$ cat src/rtl/tnet_axi_regbank.sv
// tnet_axi_regbank: AXI4-Lite slave exposing N_RW control registers and N_RO status
// registers, with byte-strobe writes, self-clearing command registers and access pulses.
module tnet_axi_regbank #(
   parameter int              ADDR_W       = 8,
   parameter int              N_RW         = 8,
   parameter int              N_RO         = 8,
   parameter logic [N_RW-1:0] AUTOCLR_MASK = {N_RW{1'b0}}
) (
   input  logic                 ps_aclk,
   input  logic                 ps_areset,
   input  logic [ADDR_W-1:0]    s_awaddr,
   input  logic                 s_awvalid,
   output logic                 s_awready,
   input  logic [31:0]          s_wdata,
   input  logic [3:0]           s_wstrb,
   input  logic                 s_wvalid,
   output logic                 s_wready,
   output logic [1:0]           s_bresp,
   output logic                 s_bvalid,
   input  logic                 s_bready,
   input  logic [ADDR_W-1:0]    s_araddr,
   input  logic                 s_arvalid,
   output logic                 s_arready,
   output logic [31:0]          s_rdata,
   output logic [1:0]           s_rresp,
   output logic                 s_rvalid,
   input  logic                 s_rready,
   output logic [32*N_RW-1:0]   rw_regs,
   output logic [N_RW-1:0]      rw_wr_pulse,
   input  logic [32*N_RO-1:0]   ro_regs,
   output logic [N_RO-1:0]      ro_rd_pulse
);

   localparam int IDX_W = ADDR_W - 2;

   if ((N_RW < 1) || (N_RW > 32) || (N_RO < 1) || (N_RO > 32) ||
       ((N_RW + N_RO) > (1 << IDX_W))) begin : g_bad_params
      $error("tnet_axi_regbank: register count does not fit the address space");
   end

   typedef enum logic [1:0] {
      W_IDLE   = 2'd0,
      W_WAIT_D = 2'd1,
      W_WAIT_A = 2'd2,
      W_RESP   = 2'd3
   } wstate_t;

   typedef enum logic {
      R_IDLE = 1'b0,
      R_RESP = 1'b1
   } rstate_t;

   wstate_t             wstate_q, wstate_d;
   logic                awready_q, awready_d;
   logic                wready_q, wready_d;
   logic                bvalid_q, bvalid_d;
   logic [1:0]          bresp_q, bresp_d;
   logic [IDX_W-1:0]    awidx_q, awidx_d;
   logic [31:0]         wdata_q, wdata_d;
   logic [3:0]          wstrb_q, wstrb_d;
   logic [32*N_RW-1:0]  rw_q, rw_d, rw_base_s;
   logic [N_RW-1:0]     wr_pulse_q, wr_pulse_d;

   logic                aw_hs_s, w_hs_s, commit_s;
   logic [IDX_W-1:0]    cm_idx_s;
   logic [31:0]         cm_data_s;
   logic [3:0]          cm_strb_s;
   logic [N_RW-1:0]     wsel_s;

   rstate_t             rstate_q, rstate_d;
   logic                arready_q, arready_d;
   logic                rvalid_q, rvalid_d;
   logic [31:0]         rdata_q, rdata_d;
   logic [1:0]          rresp_q, rresp_d;
   logic [N_RO-1:0]     rd_pulse_q, rd_pulse_d;

   logic                ar_hs_s, rd_hit_s;
   logic [IDX_W-1:0]    rd_idx_s;
   logic [31:0]         rd_word_s;
   logic [N_RW-1:0]     rsel_rw_s;
   logic [N_RO-1:0]     rsel_ro_s;

   logic                unused_addr_lsbs;

   assign unused_addr_lsbs = ^{s_awaddr[1:0], s_araddr[1:0]};

   assign aw_hs_s = s_awvalid & awready_q;
   assign w_hs_s  = s_wvalid & wready_q;
   assign ar_hs_s = s_arvalid & arready_q;

   // Write FSM: the commit happens on the edge where the second half arrives.
   always_comb begin
      wstate_d  = wstate_q;
      awidx_d   = awidx_q;
      wdata_d   = wdata_q;
      wstrb_d   = wstrb_q;
      commit_s  = 1'b0;
      cm_idx_s  = awidx_q;
      cm_data_s = wdata_q;
      cm_strb_s = wstrb_q;
      case (wstate_q)
         W_IDLE: begin
            if (aw_hs_s && w_hs_s) begin
               commit_s  = 1'b1;
               cm_idx_s  = s_awaddr[ADDR_W-1:2];
               cm_data_s = s_wdata;
               cm_strb_s = s_wstrb;
               wstate_d  = W_RESP;
            end else if (aw_hs_s) begin
               awidx_d  = s_awaddr[ADDR_W-1:2];
               wstate_d = W_WAIT_D;
            end else if (w_hs_s) begin
               wdata_d  = s_wdata;
               wstrb_d  = s_wstrb;
               wstate_d = W_WAIT_A;
            end else begin
               wstate_d = W_IDLE;
            end
         end
         W_WAIT_D: begin
            if (w_hs_s) begin
               commit_s  = 1'b1;
               cm_idx_s  = awidx_q;
               cm_data_s = s_wdata;
               cm_strb_s = s_wstrb;
               wstate_d  = W_RESP;
            end else begin
               wstate_d = W_WAIT_D;
            end
         end
         W_WAIT_A: begin
            if (aw_hs_s) begin
               commit_s  = 1'b1;
               cm_idx_s  = s_awaddr[ADDR_W-1:2];
               cm_data_s = wdata_q;
               cm_strb_s = wstrb_q;
               wstate_d  = W_RESP;
            end else begin
               wstate_d = W_WAIT_A;
            end
         end
         W_RESP: begin
            if (s_bready) begin
               wstate_d = W_IDLE;
            end else begin
               wstate_d = W_RESP;
            end
         end
         default: begin
            wstate_d = W_IDLE;
         end
      endcase
      awready_d = (wstate_d == W_IDLE) || (wstate_d == W_WAIT_A);
      wready_d  = (wstate_d == W_IDLE) || (wstate_d == W_WAIT_D);
      bvalid_d  = (wstate_d == W_RESP);
   end

   // Decode the committed index against each control register.
   always_comb begin
      wsel_s = {N_RW{1'b0}};
      for (int i = 0; i < N_RW; i++) begin
         wsel_s[i] = commit_s && (cm_idx_s == IDX_W'(i));
      end
   end

   // Control register update; command registers fall back to zero when not being written.
   always_comb begin
      rw_base_s  = {32*N_RW{1'b0}};
      rw_d       = {32*N_RW{1'b0}};
      wr_pulse_d = wsel_s;
      for (int i = 0; i < N_RW; i++) begin
         rw_base_s[32*i +: 32] = AUTOCLR_MASK[i] ? 32'h0000_0000 : rw_q[32*i +: 32];
         for (int k = 0; k < 4; k++) begin
            rw_d[32*i+8*k +: 8] = (wsel_s[i] && cm_strb_s[k]) ? cm_data_s[8*k +: 8]
                                                              : rw_base_s[32*i+8*k +: 8];
         end
      end
      if (commit_s) begin
         bresp_d = (|wsel_s) ? 2'b00 : 2'b10;
      end else begin
         bresp_d = bresp_q;
      end
   end

   // Write-side state and outputs.
   always_ff @(posedge ps_aclk) begin
      if (ps_areset) begin
         wstate_q   <= W_IDLE;
         awready_q  <= 1'b0;
         wready_q   <= 1'b0;
         bvalid_q   <= 1'b0;
         bresp_q    <= 2'b00;
         awidx_q    <= {IDX_W{1'b0}};
         wdata_q    <= 32'h0000_0000;
         wstrb_q    <= 4'h0;
         rw_q       <= {32*N_RW{1'b0}};
         wr_pulse_q <= {N_RW{1'b0}};
      end else begin
         wstate_q   <= wstate_d;
         awready_q  <= awready_d;
         wready_q   <= wready_d;
         bvalid_q   <= bvalid_d;
         bresp_q    <= bresp_d;
         awidx_q    <= awidx_d;
         wdata_q    <= wdata_d;
         wstrb_q    <= wstrb_d;
         rw_q       <= rw_d;
         wr_pulse_q <= wr_pulse_d;
      end
   end

   assign rd_idx_s = s_araddr[ADDR_W-1:2];

   // Read mux built as an AND-OR over one-hot selects; unmapped indices yield zero.
   always_comb begin
      rsel_rw_s = {N_RW{1'b0}};
      rsel_ro_s = {N_RO{1'b0}};
      rd_word_s = 32'h0000_0000;
      for (int i = 0; i < N_RW; i++) begin
         rsel_rw_s[i] = (rd_idx_s == IDX_W'(i));
         rd_word_s    = rd_word_s | ({32{rsel_rw_s[i]}} & rw_q[32*i +: 32]);
      end
      for (int j = 0; j < N_RO; j++) begin
         rsel_ro_s[j] = (rd_idx_s == IDX_W'(N_RW + j));
         rd_word_s    = rd_word_s | ({32{rsel_ro_s[j]}} & ro_regs[32*j +: 32]);
      end
      rd_hit_s = (|rsel_rw_s) | (|rsel_ro_s);
   end

   // Read FSM: data and response are captured at the accept edge and held until rready.
   always_comb begin
      rstate_d   = rstate_q;
      rdata_d    = rdata_q;
      rresp_d    = rresp_q;
      rd_pulse_d = {N_RO{1'b0}};
      case (rstate_q)
         R_IDLE: begin
            if (ar_hs_s) begin
               rstate_d   = R_RESP;
               rdata_d    = rd_word_s;
               rresp_d    = rd_hit_s ? 2'b00 : 2'b10;
               rd_pulse_d = rsel_ro_s;
            end else begin
               rstate_d = R_IDLE;
            end
         end
         R_RESP: begin
            if (s_rready) begin
               rstate_d = R_IDLE;
            end else begin
               rstate_d = R_RESP;
            end
         end
         default: begin
            rstate_d = R_IDLE;
         end
      endcase
      arready_d = (rstate_d == R_IDLE);
      rvalid_d  = (rstate_d == R_RESP);
   end

   // Read-side state and outputs.
   always_ff @(posedge ps_aclk) begin
      if (ps_areset) begin
         rstate_q   <= R_IDLE;
         arready_q  <= 1'b0;
         rvalid_q   <= 1'b0;
         rdata_q    <= 32'h0000_0000;
         rresp_q    <= 2'b00;
         rd_pulse_q <= {N_RO{1'b0}};
      end else begin
         rstate_q   <= rstate_d;
         arready_q  <= arready_d;
         rvalid_q   <= rvalid_d;
         rdata_q    <= rdata_d;
         rresp_q    <= rresp_d;
         rd_pulse_q <= rd_pulse_d;
      end
   end

   assign s_awready   = awready_q;
   assign s_wready    = wready_q;
   assign s_bvalid    = bvalid_q;
   assign s_bresp     = bresp_q;
   assign s_arready   = arready_q;
   assign s_rvalid    = rvalid_q;
   assign s_rdata     = rdata_q;
   assign s_rresp     = rresp_q;
   assign rw_regs     = rw_q;
   assign rw_wr_pulse = wr_pulse_q;
   assign ro_rd_pulse = rd_pulse_q;

endmodule

$ cat config.mk
export PLATFORM = sky130hd
export DESIGN_NAME = tnet_axi_regbank
export DESIGN_NICKNAME = d
export VERILOG_FILES = /design/src/rtl/tnet_axi_regbank.sv
export SDC_FILE = /design/constraint.sdc
export NUM_CORES = 1
export LEC_CHECK = 0
export CORE_AREA = 5 5 241 243
export CTS_CLUSTER_DIAMETER = 50
export DETAILED_ROUTE_END_ITERATION = 8
export DIE_AREA = 0 0 246 248
export PLACE_DENSITY = 0.62
export SLEW_MARGIN = 40
export SYNTH_ARGS = -nofsm -noshare
export SYNTH_HDL_FRONTEND = slang
export SYNTH_SLANG_ARGS = --single-unit
$ cat constraint.sdc
create_clock -name ps_aclk -period 2.35 [get_ports ps_aclk]
set_input_delay 0.3525 -clock ps_aclk [delete_from_list [all_inputs] [get_ports ps_aclk]]
set_output_delay 0.3525 -clock ps_aclk [all_outputs]
set_load 0.01 [all_outputs]
==> metrics.txt <==
Peak VDD IR 0.489 mV; TritonCTS clock tree built; Post-synth top cells dfxtp_1, mux2i_1, nand2b_1; fill count 5148; Period minus WS final 2210 ps; clock transition at the registers of the reported paths 60 ps; asr flop ratio synth 0%; Placer Congestion 0.949; Synth Cell Area 17800 sq um; Post-CTS Hold Fix Bufs 0; Post-Synthesis Cells 1870; die height 248 um; CTS sink cnt 355; slowest stage delay, CP 410 ps; post-DR vias/cell 5.55; final setup fails 0; Core Box Area 55700 sq um; vias 19300; GR Util All Layers 32.7%; RSZ-0062 raised after global routing no; Pwr Total 15.7 mW; Nets 2989; Yosys reg bits 355; Hold WC Path Type primary input to flop; Port-buffer cells 621; CP max-delay cell dfxtp_1; initial antenna violation count 6; Worst EP required 2840 ps; clk root buf clkbuf_16; most area-consuming cells after synthesis dfxtp_1, mux2i_1, nand2b_1; global-route wire length before repair 144 mm; number of global-route vias before repair 19600; Synth Area in Compound Gates 15.5%; I/O pin cnt 628; dominant cell type by area after synthesis dfxtp_1; Leak 11.5 nW; Post-Synth Simple-Gate Area 19.7%; Synth top area share 40.0%; syn avg cell area 9.50 sq um; Pwr Density 540 nW/um^2; worst hold slack 219 ps; Ys Warns 0; RR Endpoint rw_regs[202]; Layout area overhead 63.3%; hold violation count in the final report 0; startpoint types flop; most frequent cell after synthesis dfxtp_1; Unique masters post-synth 72; Adder-Cell Fraction of Synth Area 0%; CTS Buffer Depth 3; Place WS -383 ps; Worst Reg-to-Reg Cells 7; DIE AREA 61000 sq um; crit-path cells and3b_2, buf_4, and3_1, o211ai_1, nand2b_1, buf_4, mux2i_1; drt pass-1 iters 8; crit path max fanout 8; fin crit share 94.2%; Die W 246 um; CP dominant cell by count buf_4; hpwl dp 82.8 mm; worst setup path end rw_regs[202]; routed len/inst 30.4 um; antenna-violating nets left 0; R2R Path Start wstate_q[1]; CP Class flop to flop; DR DRC count 0; Clock Latency Late Sink 580 ps; cts bufs inserted 46; Main synth FF type dfxtp_1; EDFF count, synth 0; CP arrival 2710 ps; post-synthesis xor/xnor area fraction 0%; Tightest Pin Transition 922 ps; relative slew slack 37.0%; Max Clock Skew 12.7 ps; final setup margin 137 ps; flop-to-flop setup slack 140 ps; Critical Path Sink Type flop; status finished clean; Slew Limit Fails 0; Setup crit start wstate_q[1]; largest net degree at the start of global routing 68; Initial DRC Count 1713; H-tree levels 2; main combinational cell family by area after synthesis multiplexers; Max Clk Rate 452 MHz; FP Rows 87; area post-placement 27400 sq um; Starting Density 31.9%; register area share after synthesis 40.0%; fraction of layout cells with a size suffix above 1 19.0%; WL final 106 mm; global route total overflow 0; maxcap violations 0; Final Cell Area 29000 sq um; mux contribution to synthesized area 21.2%
## registers in the layout (all words and copies together), names as in the netlist, 2 cells and up
signal / count
wdata_q: 32
awidx_q: 6
wstate_q: 2
rw_wr_pulse: 8
ro_rd_pulse: 8
rw_regs: 256
s_rdata: 32
wstrb_q: 4
## metrics by stage
step	utilization [%]	TNS [ps]	cells
after floorplan	-	0	1871
after global routing	52.1	0	3467
after global placement	49.1	-40200	3381
after CTS	52.0	0	3465
after detailed placement	49.1	-54520	3381
final	52.1	0	3470
## logic make-up (layout without fill, tap and decap cells)
| kind of cell | Yosys count | in the layout |
|---|---|---|
| flip-flops | 355 | 355 |
| other | 1 | 6 |
| multiplexers | 343 | 343 |
| AO/OA/AOI/OAI | 372 | 372 |
| buffers and inverters | 144 | 983 |
| AND/OR/NAND/NOR | 655 | 655 |
## cell type report
class	count	area [sq um]	share of cell area, %
multi-input combinational	1372	10100	34.9
inverter	3	11.3	0.0388
tap	756	946	3.26
clock inverter	18	209	0.720
clock buffer	66	1380	4.76
timing repair buffer	896	9230	31.8
antenna	4	10.0	0.0345
sequential	355	7110	24.5
## where the power goes
part,total [mW],internal (mW),switching [mW],leakage (nW)
clock network,7.40,4.45,2.95,0.779
registers,6.17,6.10,0.0659,2.87
logic,2.10,1.10,1.01,7.83
## critical path: cells and delay by family (launching register included)
kind	cells	cell delay, ps
DFF	1	410
buffers and inverters	2	410
and+or+nand+nor	3	790
AOI/OAI and AO/OA	1	280
muxes	1	230
## worst min path at each step
stage | cells after the start | slack [ps] | end | startpoint
after CTS | 2 | 190 | wdata_q[26] | ps_areset
after floorplan | 2 | 430 | wstrb_q[0] | wstrb_q[0]
final | 2 | 220 | wdata_q[26] | ps_areset
after global routing | 2 | 230 | wdata_q[16] | ps_areset
after detailed placement | 2 | 450 | wdata_q[23] | wdata_q[23]
after global placement | 2 | 440 | wdata_q[15] | wdata_q[15]
## per-layer routing
| layer | up-vias | wire (um) | GRT usage, % |
|---|---|---|---|
| met1 | 9484 | 39800 | 38.2 |
| met4 | 6 | 4470 | 11.6 |
| li1 | 8383 | - | - |
| met5 | - | 34 | 0 |
| met2 | 1126 | 51600 | 57.8 |
| met3 | 254 | 9680 | 8.71 |
## placed cells by master, fill, tap and decap left out, drive strengths merged, types with 29 or more instances in the layout
cell type,instances
nor2b,69
mux2i,230
nand2b,205
a21oi,73
clkbuf,66
a22oi,86
buf,279
nand2,189
a221oi,29
clkdlybuf4s50,617
dfxtp,355
nor2,96
mux2,96
## repair_timing
action / in CTS / in global routing
setup buffers: 0 / 1
resized for setup: 1 / 3
setup endpoints to repair: 8 / 11
Note: power is estimated with default switching activity, not from simulation.
